==> src/rtl/axis_arb_pkg.sv <==
// Shared types for the two-requester AXI-Stream write arbiter:
// FSM states, owner tags and the default data width.
package axis_arb_pkg;

   localparam int DEFAULT_DATA_WIDTH = 32;

   typedef enum logic [1:0] {
      ST_IDLE      = 2'b00,
      ST_GRANT_S01 = 2'b01,
      ST_GRANT_S02 = 2'b10
   } arb_state_e;

   typedef enum logic {
      OWN_S01 = 1'b0,
      OWN_S02 = 1'b1
   } owner_e;

   function automatic logic [1:0] grant_of(input arb_state_e st);
      logic [1:0] g;
      case (st)
         ST_IDLE:      g = 2'b00;
         ST_GRANT_S01: g = 2'b01;
         ST_GRANT_S02: g = 2'b10;
         default:      g = 2'b00;
      endcase
      return g;
   endfunction

endpackage

==> src/rtl/axis_reg_slice.sv <==
// One-deep forward register for the memory-side stream: loads a beat on
// acceptance and holds it stable until the downstream ready consumes it.
module axis_reg_slice
   import axis_arb_pkg::*;
#(
   parameter int DATA_WIDTH = DEFAULT_DATA_WIDTH
) (
   input  logic                    clk,
   input  logic                    rst_n,
   input  logic                    load,
   input  logic [DATA_WIDTH-1:0]   in_data,
   input  logic [DATA_WIDTH/8-1:0] in_strb,
   input  logic                    in_last,
   input  logic                    out_ready,
   output logic                    out_valid,
   output logic [DATA_WIDTH-1:0]   out_data,
   output logic [DATA_WIDTH/8-1:0] out_strb,
   output logic                    out_last
);

   logic                    valid_r;
   logic [DATA_WIDTH-1:0]   data_r;
   logic [DATA_WIDTH/8-1:0] strb_r;
   logic                    last_r;

   // A load always wins: the upstream only loads when the slot is free or draining.
   always_ff @(posedge clk) begin
      if (!rst_n) begin
         valid_r <= 1'b0;
         data_r  <= {DATA_WIDTH{1'b0}};
         strb_r  <= {(DATA_WIDTH/8){1'b0}};
         last_r  <= 1'b0;
      end else if (load) begin
         valid_r <= 1'b1;
         data_r  <= in_data;
         strb_r  <= in_strb;
         last_r  <= in_last;
      end else if (out_ready) begin
         valid_r <= 1'b0;
      end
   end

   assign out_valid = valid_r;
   assign out_data  = data_r;
   assign out_strb  = strb_r;
   assign out_last  = last_r;

endmodule

==> src/rtl/axis_write_arbiter.sv <==
// Packet-granular round-robin arbiter merging two AXI-Stream requesters onto
// one memory-side stream through a single registered slice.
module axis_write_arbiter
   import axis_arb_pkg::*;
#(
   parameter int DATA_WIDTH = DEFAULT_DATA_WIDTH,
   parameter int CNT_WIDTH  = 16
) (
   input  logic                    axis_aclk,
   input  logic                    axis_aresetn,
   input  logic [DATA_WIDTH-1:0]   s01_axis_tdata,
   input  logic [DATA_WIDTH/8-1:0] s01_axis_tstrb,
   input  logic                    s01_axis_tvalid,
   input  logic                    s01_axis_tlast,
   output logic                    s01_axis_tready,
   input  logic [DATA_WIDTH-1:0]   s02_axis_tdata,
   input  logic [DATA_WIDTH/8-1:0] s02_axis_tstrb,
   input  logic                    s02_axis_tvalid,
   input  logic                    s02_axis_tlast,
   output logic                    s02_axis_tready,
   output logic [DATA_WIDTH-1:0]   m01_axis_tdata,
   output logic [DATA_WIDTH/8-1:0] m01_axis_tstrb,
   output logic                    m01_axis_tvalid,
   output logic                    m01_axis_tlast,
   input  logic                    m01_axis_tready,
   output logic [1:0]              grant,
   output logic [CNT_WIDTH-1:0]    s01_pkt_cnt,
   output logic [CNT_WIDTH-1:0]    s02_pkt_cnt
);

   arb_state_e              state_r, state_s;
   owner_e                  last_owner_r;
   logic [1:0]              grant_r;
   logic [CNT_WIDTH-1:0]    s01_cnt_r, s02_cnt_r;
   logic                    slot_free_s;
   logic                    s01_ready_s, s02_ready_s;
   logic                    s01_acc_s, s02_acc_s;
   logic [DATA_WIDTH-1:0]   load_data_s;
   logic [DATA_WIDTH/8-1:0] load_strb_s;
   logic                    load_last_s;

   assign slot_free_s = ~m01_axis_tvalid | m01_axis_tready;

   // Arbitration happens only from IDLE; a granted port keeps ownership until its tlast.
   always_comb begin
      state_s     = state_r;
      s01_ready_s = 1'b0;
      s02_ready_s = 1'b0;
      case (state_r)
         ST_IDLE: begin
            if (s01_axis_tvalid && s02_axis_tvalid) begin
               state_s = (last_owner_r == OWN_S02) ? ST_GRANT_S01 : ST_GRANT_S02;
            end else if (s01_axis_tvalid) begin
               state_s = ST_GRANT_S01;
            end else if (s02_axis_tvalid) begin
               state_s = ST_GRANT_S02;
            end else begin
               state_s = ST_IDLE;
            end
         end
         ST_GRANT_S01: begin
            s01_ready_s = slot_free_s;
            if (s01_axis_tvalid && slot_free_s && s01_axis_tlast) begin
               state_s = ST_IDLE;
            end else begin
               state_s = ST_GRANT_S01;
            end
         end
         ST_GRANT_S02: begin
            s02_ready_s = slot_free_s;
            if (s02_axis_tvalid && slot_free_s && s02_axis_tlast) begin
               state_s = ST_IDLE;
            end else begin
               state_s = ST_GRANT_S02;
            end
         end
         default: state_s = ST_IDLE;
      endcase
   end

   assign s01_acc_s = s01_axis_tvalid & s01_ready_s;
   assign s02_acc_s = s02_axis_tvalid & s02_ready_s;

   // Beat mux into the output slice; only the owner can ever be accepted.
   always_comb begin
      if (s02_acc_s) begin
         load_data_s = s02_axis_tdata;
         load_strb_s = s02_axis_tstrb;
         load_last_s = s02_axis_tlast;
      end else begin
         load_data_s = s01_axis_tdata;
         load_strb_s = s01_axis_tstrb;
         load_last_s = s01_axis_tlast;
      end
   end

   // State, grant, round-robin history and packet counters (counters wrap).
   always_ff @(posedge axis_aclk) begin
      if (!axis_aresetn) begin
         state_r      <= ST_IDLE;
         grant_r      <= 2'b00;
         last_owner_r <= OWN_S02;
         s01_cnt_r    <= {CNT_WIDTH{1'b0}};
         s02_cnt_r    <= {CNT_WIDTH{1'b0}};
      end else begin
         state_r <= state_s;
         grant_r <= grant_of(state_s);
         if (s01_acc_s && s01_axis_tlast) begin
            last_owner_r <= OWN_S01;
            s01_cnt_r    <= s01_cnt_r + {{(CNT_WIDTH-1){1'b0}}, 1'b1};
         end
         if (s02_acc_s && s02_axis_tlast) begin
            last_owner_r <= OWN_S02;
            s02_cnt_r    <= s02_cnt_r + {{(CNT_WIDTH-1){1'b0}}, 1'b1};
         end
      end
   end

   axis_reg_slice #(
      .DATA_WIDTH (DATA_WIDTH)
   ) u_slice (
      .clk       (axis_aclk),
      .rst_n     (axis_aresetn),
      .load      (s01_acc_s | s02_acc_s),
      .in_data   (load_data_s),
      .in_strb   (load_strb_s),
      .in_last   (load_last_s),
      .out_ready (m01_axis_tready),
      .out_valid (m01_axis_tvalid),
      .out_data  (m01_axis_tdata),
      .out_strb  (m01_axis_tstrb),
      .out_last  (m01_axis_tlast)
   );

   assign s01_axis_tready = s01_ready_s;
   assign s02_axis_tready = s02_ready_s;
   assign grant           = grant_r;
   assign s01_pkt_cnt     = s01_cnt_r;
   assign s02_pkt_cnt     = s02_cnt_r;

endmodule

==> config.mk <==
export PLATFORM = sky130hd
export DESIGN_NAME = axis_write_arbiter
export DESIGN_NICKNAME = d
export VERILOG_FILES = /design/src/rtl/axis_arb_pkg.sv /design/src/rtl/axis_reg_slice.sv /design/src/rtl/axis_write_arbiter.sv
export SDC_FILE = /design/constraint.sdc
export NUM_CORES = 1
export LEC_CHECK = 0
export ABC_AREA = 1
export CORE_ASPECT_RATIO = 1.5
export CORE_MARGIN = 4
export CORE_UTILIZATION = 44
export CTS_BUF_LIST = sky130_fd_sc_hd__clkbuf_8
export CTS_CLUSTER_DIAMETER = 40
export DETAILED_ROUTE_END_ITERATION = 16
export GPL_TIMING_DRIVEN = 0
export PLACE_DENSITY = 0.82
export SLEW_MARGIN = 20
export SYNTH_ARGS = -nofsm -noshare
export SYNTH_HDL_FRONTEND = slang
export SYNTH_SLANG_ARGS = --single-unit
export TNS_END_PERCENT = 1
==> constraint.sdc <==
create_clock -name axis_aclk -period 1.8 [get_ports axis_aclk]
set_input_delay 0.18 -clock axis_aclk [delete_from_list [all_inputs] [get_ports axis_aclk]]
set_output_delay 0.18 -clock axis_aclk [all_outputs]
set_load 0.01 [all_outputs]
Word level (Yosys, flattened, before mapping). Cells that the tools add are included. W data, S select, Z words.

Multiply operators: 0. Muxes and demuxes: 15. Equality and inequality tests: 4. Div/mod/pow operators: 0. $add $sub $neg: 2. Shift operators: 0. Bitwise operators: 6. $lt $le $gt $ge: 0. Reduce and logical (&&, ||, !) cells: 10.

Operators by type and width (count): $add A16 B1 Y16 const B (2); $mux W32 (1); $mux W2 (5); $logic_and A1 B1 Y1 (7); $mux W1 (6); $pmux W2 S3 (1); $eq A2 B1 Y1 const B (2); $eq A2 B2 Y1 const B (2); $mux W4 (1); $pmux W2 S2 (1); $and A1 B1 Y1 (2); $logic_not A2 Y1 (1); $not A1 Y1 (2); $or A1 B1 Y1 (2); $reduce_bool A2 Y1 (1); $reduce_or A2 Y1 (1).

Output and inout port bits: 74. Register bits: 75. Bits in latches: 0. ROM bits: 0. RAM bits: 0. Memories: 0.

Logic depth before layout (Yosys ltp).
Depth after elaboration: 8. Depth in mapped cells: 11. Gate-level depth less buffers: 9.

Hierarchy. Synthesis repeated with hierarchy kept, for this count alone.

Cells, all modules: 569. Area total of the unflattened synthesis: 3726.1 um2.

By module, submodules not included: axis_write_arbiter (cells each 403, instances 1, area each 2358.5 um2); axis_reg_slice (cells each 166, instances 1, area each 1367.6 um2).

Worst setup path after synthesis. No wires, ideal clock.

Kind: flip-flop to flip-flop. Start: register u_slice.valid_r (netlist: u_slice.out_valid). End: register u_slice.data_r[1] (netlist: u_slice.out_data[1]). Arrival: 1287 ps. Required time: 1683 ps. Path slack: 396 ps. Stages on the path, launching flop included: 11. Path buffers: 2. Cells stage by stage: dfxtp_1 -> nand2_4 -> inv_2 -> nor2_2 -> nand2_1 -> nand2_2 -> buf_6 -> buf_8 -> nand2_1 -> a21oi_1 -> nor2_1.

Longest elaborated chain between the ends: 5.

RTL lines: start: declaration (line axis_reg_slice.sv:21) `logic valid_r;`; start signal: assignment (line axis_reg_slice.sv:29) `valid_r <= 1'b0;`; start signal: assignment (line axis_reg_slice.sv:34) `valid_r <= 1'b1;`; start signal: assignment (line axis_reg_slice.sv:39) `valid_r <= 1'b0;`; $not A1 Y1 (line axis_write_arbiter.sv:42) `assign slot_free_s = ~m01_axis_tvalid | m01_axis_tready;`; $or A1 B1 Y1 (line axis_write_arbiter.sv:42); $mux W1 (line axis_write_arbiter.sv:49) `case (state_r)`; named net s01_axis_tready (line axis_write_arbiter.sv:15) `output logic s01_axis_tready,`; $and A1 B1 Y1 (line axis_write_arbiter.sv:81) `assign s01_acc_s = s01_axis_tvalid & s01_ready_s;`; $or A1 B1 Y1 (line axis_write_arbiter.sv:124) `.load (s01_acc_s | s02_acc_s),`; end signal: assignment (line axis_reg_slice.sv:30) `data_r <= {DATA_WIDTH{1'b0}};`; end signal: assignment (line axis_reg_slice.sv:35) `data_r <= in_data;`; end: declaration (line axis_reg_slice.sv:22) `logic [DATA_WIDTH-1:0] data_r;`.

The timed path passes the listed nets, and every way through them passes these cells. A chain may end at the register's enable or synchronous reset.

Worst setup path in the final report.
Start: register s02_cnt_r[6] (netlist: s02_pkt_cnt[6]). End: output s02_pkt_cnt[6].

RTL lines: start: declaration (line axis_write_arbiter.sv:34) `logic [CNT_WIDTH-1:0] s01_cnt_r, s02_cnt_r;`; start signal: assignment (line axis_write_arbiter.sv:104) `s02_cnt_r <= {CNT_WIDTH{1'b0}};`; start signal: assignment (line axis_write_arbiter.sv:114) `s02_cnt_r <= s02_cnt_r + {{(CNT_WIDTH-1){1'b0}}, 1'b1};`; end: declaration (line axis_write_arbiter.sv:28) `output logic [CNT_WIDTH-1:0] s02_pkt_cnt`.

No word-level cell between the ends.

==> impl_metrics.csv <==
group,metric,value,unit
route,vias,4038,
sta,holdWs,0.433,ns
worst_setup_path,r2r_start,"s02_pkt_cnt[0]",
global_routing,grt_max_degree,11,
die,dieArea,0.00990,mm2
power,p_leak,2.30,nW
route,routed_wirelength,11.4,mm
die,die_h,120,um
logic_synthesis,yosys.area.top_type_share,40.9,%
final_layout,stdcell_area,0.00548,mm2
placed_design,dp_hpwl,8.82,mm
power,ir_worst_vdd,436,uV
clocking,clkSinkCount,75,
worst_setup_path,critical_path.top_delay_family,"buffers and inverters",
clocking,clockBufferDepth,2,
final_layout,finalNetCount,775,
final_layout,drive_gt1_share,6.75,%
worst_setup_path,crit_end,"s02_pkt_cnt[6]",
clocking,root_buffer,"clkbuf_8",
sta,period_share,87.8,%
die,die_w,82.6,um
logic_synthesis,synth_common_cells,"nand2_1, nor2_1, dfxtp_1, a21oi_1, inv_1",
global_routing,grt_first_pass_wirelength,18.4,mm
sta,tightest_slew,0.530,ns
die,coreArea,0.00806,mm2
logic_synthesis,synth_edf_count,0,
sta,drv_slew,0,
logic_synthesis,synth_area,0.00367,mm2
worst_setup_path,cp.depth,1,
final_layout,syn_to_final_growth,49.2,%
clocking,cts_hold_buffers,0,
route,post_drt_wl_per_cell,14.2,um
sta,setup_violations,0,
final_layout,final_util,68.0,%
die,io_pins,153,
die,rows,40,
placed_design,gp_congestion,0.889,
worst_setup_path,max_stage_delay,0.59,ns
worst_setup_path,ff2ff_setup_slack,0.23,ns
logic_synthesis,synth_area_leaders,"dfxtp_1, nand2_1, nor2_1",
clocking,clock_latency,0.35,ns
final_layout,diodes,0,
worst_setup_path,critPathLaunch,"s02_pkt_cnt[6]",
sta,min_period,1.58,ns
worst_setup_path,start_kind,"register",
power,p_total,3.66,mW
route,route.detailed.drc,0,
logic_synthesis,syn_nets,612,
logic_synthesis,yosysWarnings,0,
worst_setup_path,cp-end-kind,"output port",
placed_design,dpl_cell_area,0.00533,mm2
status,status,"completed",
clocking,htreeDepth,3,
route,firstDrtPassIters,4,
sta,rsz0062_at_grt,"false",
worst_setup_path,slowest_stage,"clkdlybuf4s50_1",
global_routing,grt_usage,23.8,%
sta,finalHoldViolCount,0,
logic_synthesis,synth_seq_cells,75,
global_routing,antenna_found_initial,0,
worst_setup_path,crit_buf_inv,1,
logic_synthesis,synth-async-reset-ratio,0,%
logic_synthesis,synth_cell_types,31,
logic_synthesis,synth.yosys.seq_area_share,40.9,%
clocking,clk_pin_slew,0.07,ns
route,ant_nets,0,
worst_setup_path,worstPathMaxFanout,6,
sta,timing.slew.headroom,64.7,%
sta,fin_worst_skew,0.0120,ns
route,viasPerCell,5.04,
power,power.density,667,mW/mm2
logic_synthesis,synthCells,531,
logic_synthesis,yosysTopAreaCell,"dfxtp_1",
run,drv_cap,0,
global_routing,gr-total-overflow,0,
logic_synthesis,yosysMostFrequentCell,"nand2_1",
logic_synthesis,synth-main-ff-cell,"dfxtp_1",
worst_setup_path,reg2reg_to,"s02_pkt_cnt[10]",
worst_setup_path,cp_cell_sequence,"clkdlybuf4s50_1",
worst_setup_path,crit_type,"reg2out",
hold_path,hold_path_class,"in2reg",
route,drt_iter0_markers,197,
clocking,cts_buffers,9,
worst_setup_path,crit_required,1.62,ns
clocking,cts_tree,"yes",
worst_setup_path,ff2ff_path_depth,8,
logic_synthesis,synth.avg_cell_area,6.92,um2
worst_setup_path,cp.arrival,1.40,ns
die,initial_core_util,45.6,%
placed_design,port_buffers,152,
sta,fmax,633,MHz
global_routing,grt_pass1_vias,4015,
final_layout,fillers,700,
## report_power, final
group          switching, mW  internal (mW)
clock                  0.576          0.501
sequential            0.0506           1.75
combinational          0.347          0.429
## through the flow
step                instances  TNS (ns)  setup slack [ns]
floorplan                 531         0             0.396
global placement          788    -0.821            -0.118
detailed placement        788     -1.33            -0.127
CTS                       801         0           0.00248
global route              801         0            0.0710
finish                    801         0             0.220
## layout by cell type, fill, tap and decap left out, drive strengths merged
cell type / instances
clkdlybuf4s50: 150
nand2: 141
nor2: 91
dfxtp: 75
a21oi: 55
inv: 49
o21ai: 41
nand3: 26
clkbuf: 17
buf: 15
nand4: 12
nor3: 5
xor2: 4
a31oi: 3
xnor2: 3
clkinv: 2
nor3b: 2
ha: 2
dlymetal6s2s: 2
o211ai: 1
## worst min-delay path by stage
stage | startpoint | endpoint | slack (ns) | cells after the start
after floorplan | s02_axis_tdata[0] | u_slice.out_data[0] | 0.30 | 2
after global placement | u_slice.out_data[19] | u_slice.out_data[19] | 0.45 | 2
after global routing | s02_axis_tdata[18] | u_slice.out_data[18] | 0.43 | 3
after CTS | s02_axis_tdata[10] | u_slice.out_data[10] | 0.42 | 3
final | s02_axis_tdata[10] | u_slice.out_data[10] | 0.43 | 3
after detailed placement | u_slice.out_data[19] | u_slice.out_data[19] | 0.47 | 2
## cell type report
| class | count | area, um2 | area share [%] |
|---|---|---|---|
| plain buffers | 22 | 168 | 3.06 |
| clock buffers | 10 | 138 | 2.51 |
| clock inverters | 3 | 11.3 | 0.206 |
| inverters | 48 | 180 | 3.29 |
| multi-input cells | 386 | 1820 | 33.3 |
| flip-flops and latches | 75 | 1500 | 27.4 |
| well taps | 105 | 131 | 2.40 |
| repair buffers | 152 | 1530 | 27.9 |
## registers in the layout, indices dropped and copies added, names as in the netlist
name / flops
last_owner_r: 1
grant: 2
u_slice.out_data: 32
s02_pkt_cnt: 16
state_r: 2
u_slice.out_last: 1
u_slice.out_valid: 1
u_slice.out_strb: 4
s01_pkt_cnt: 16
## per-layer routing
layer	wire length (um)	part of all wire [%]	track usage (%)	up-vias
met4	362	3.2	12.1	0
met1	4100	36	24.7	1820
li1	-	-	-	2023
met5	0	0	0	-
met2	5700	50	40.1	163
met3	1200	11	9.83	32
## what timing repair did
item,4_1_cts,5_1_grt
gates resized for setup,0,2
setup buffers,0,0
setup endpoints to repair,0,2
## cells by family after synthesis
kind of cell,Yosys count,share of synthesized area [%]
buffers and inverters,70,9.47
AND/OR/NAND/NOR,277,33.1
XOR/XNOR,7,1.67
adder cells (fa/ha/maj),2,0.681
AO/OA/AOI/OAI,100,14.2
flip-flops,75,40.9
No activity file was read; power rests on OpenSTA's default activity.
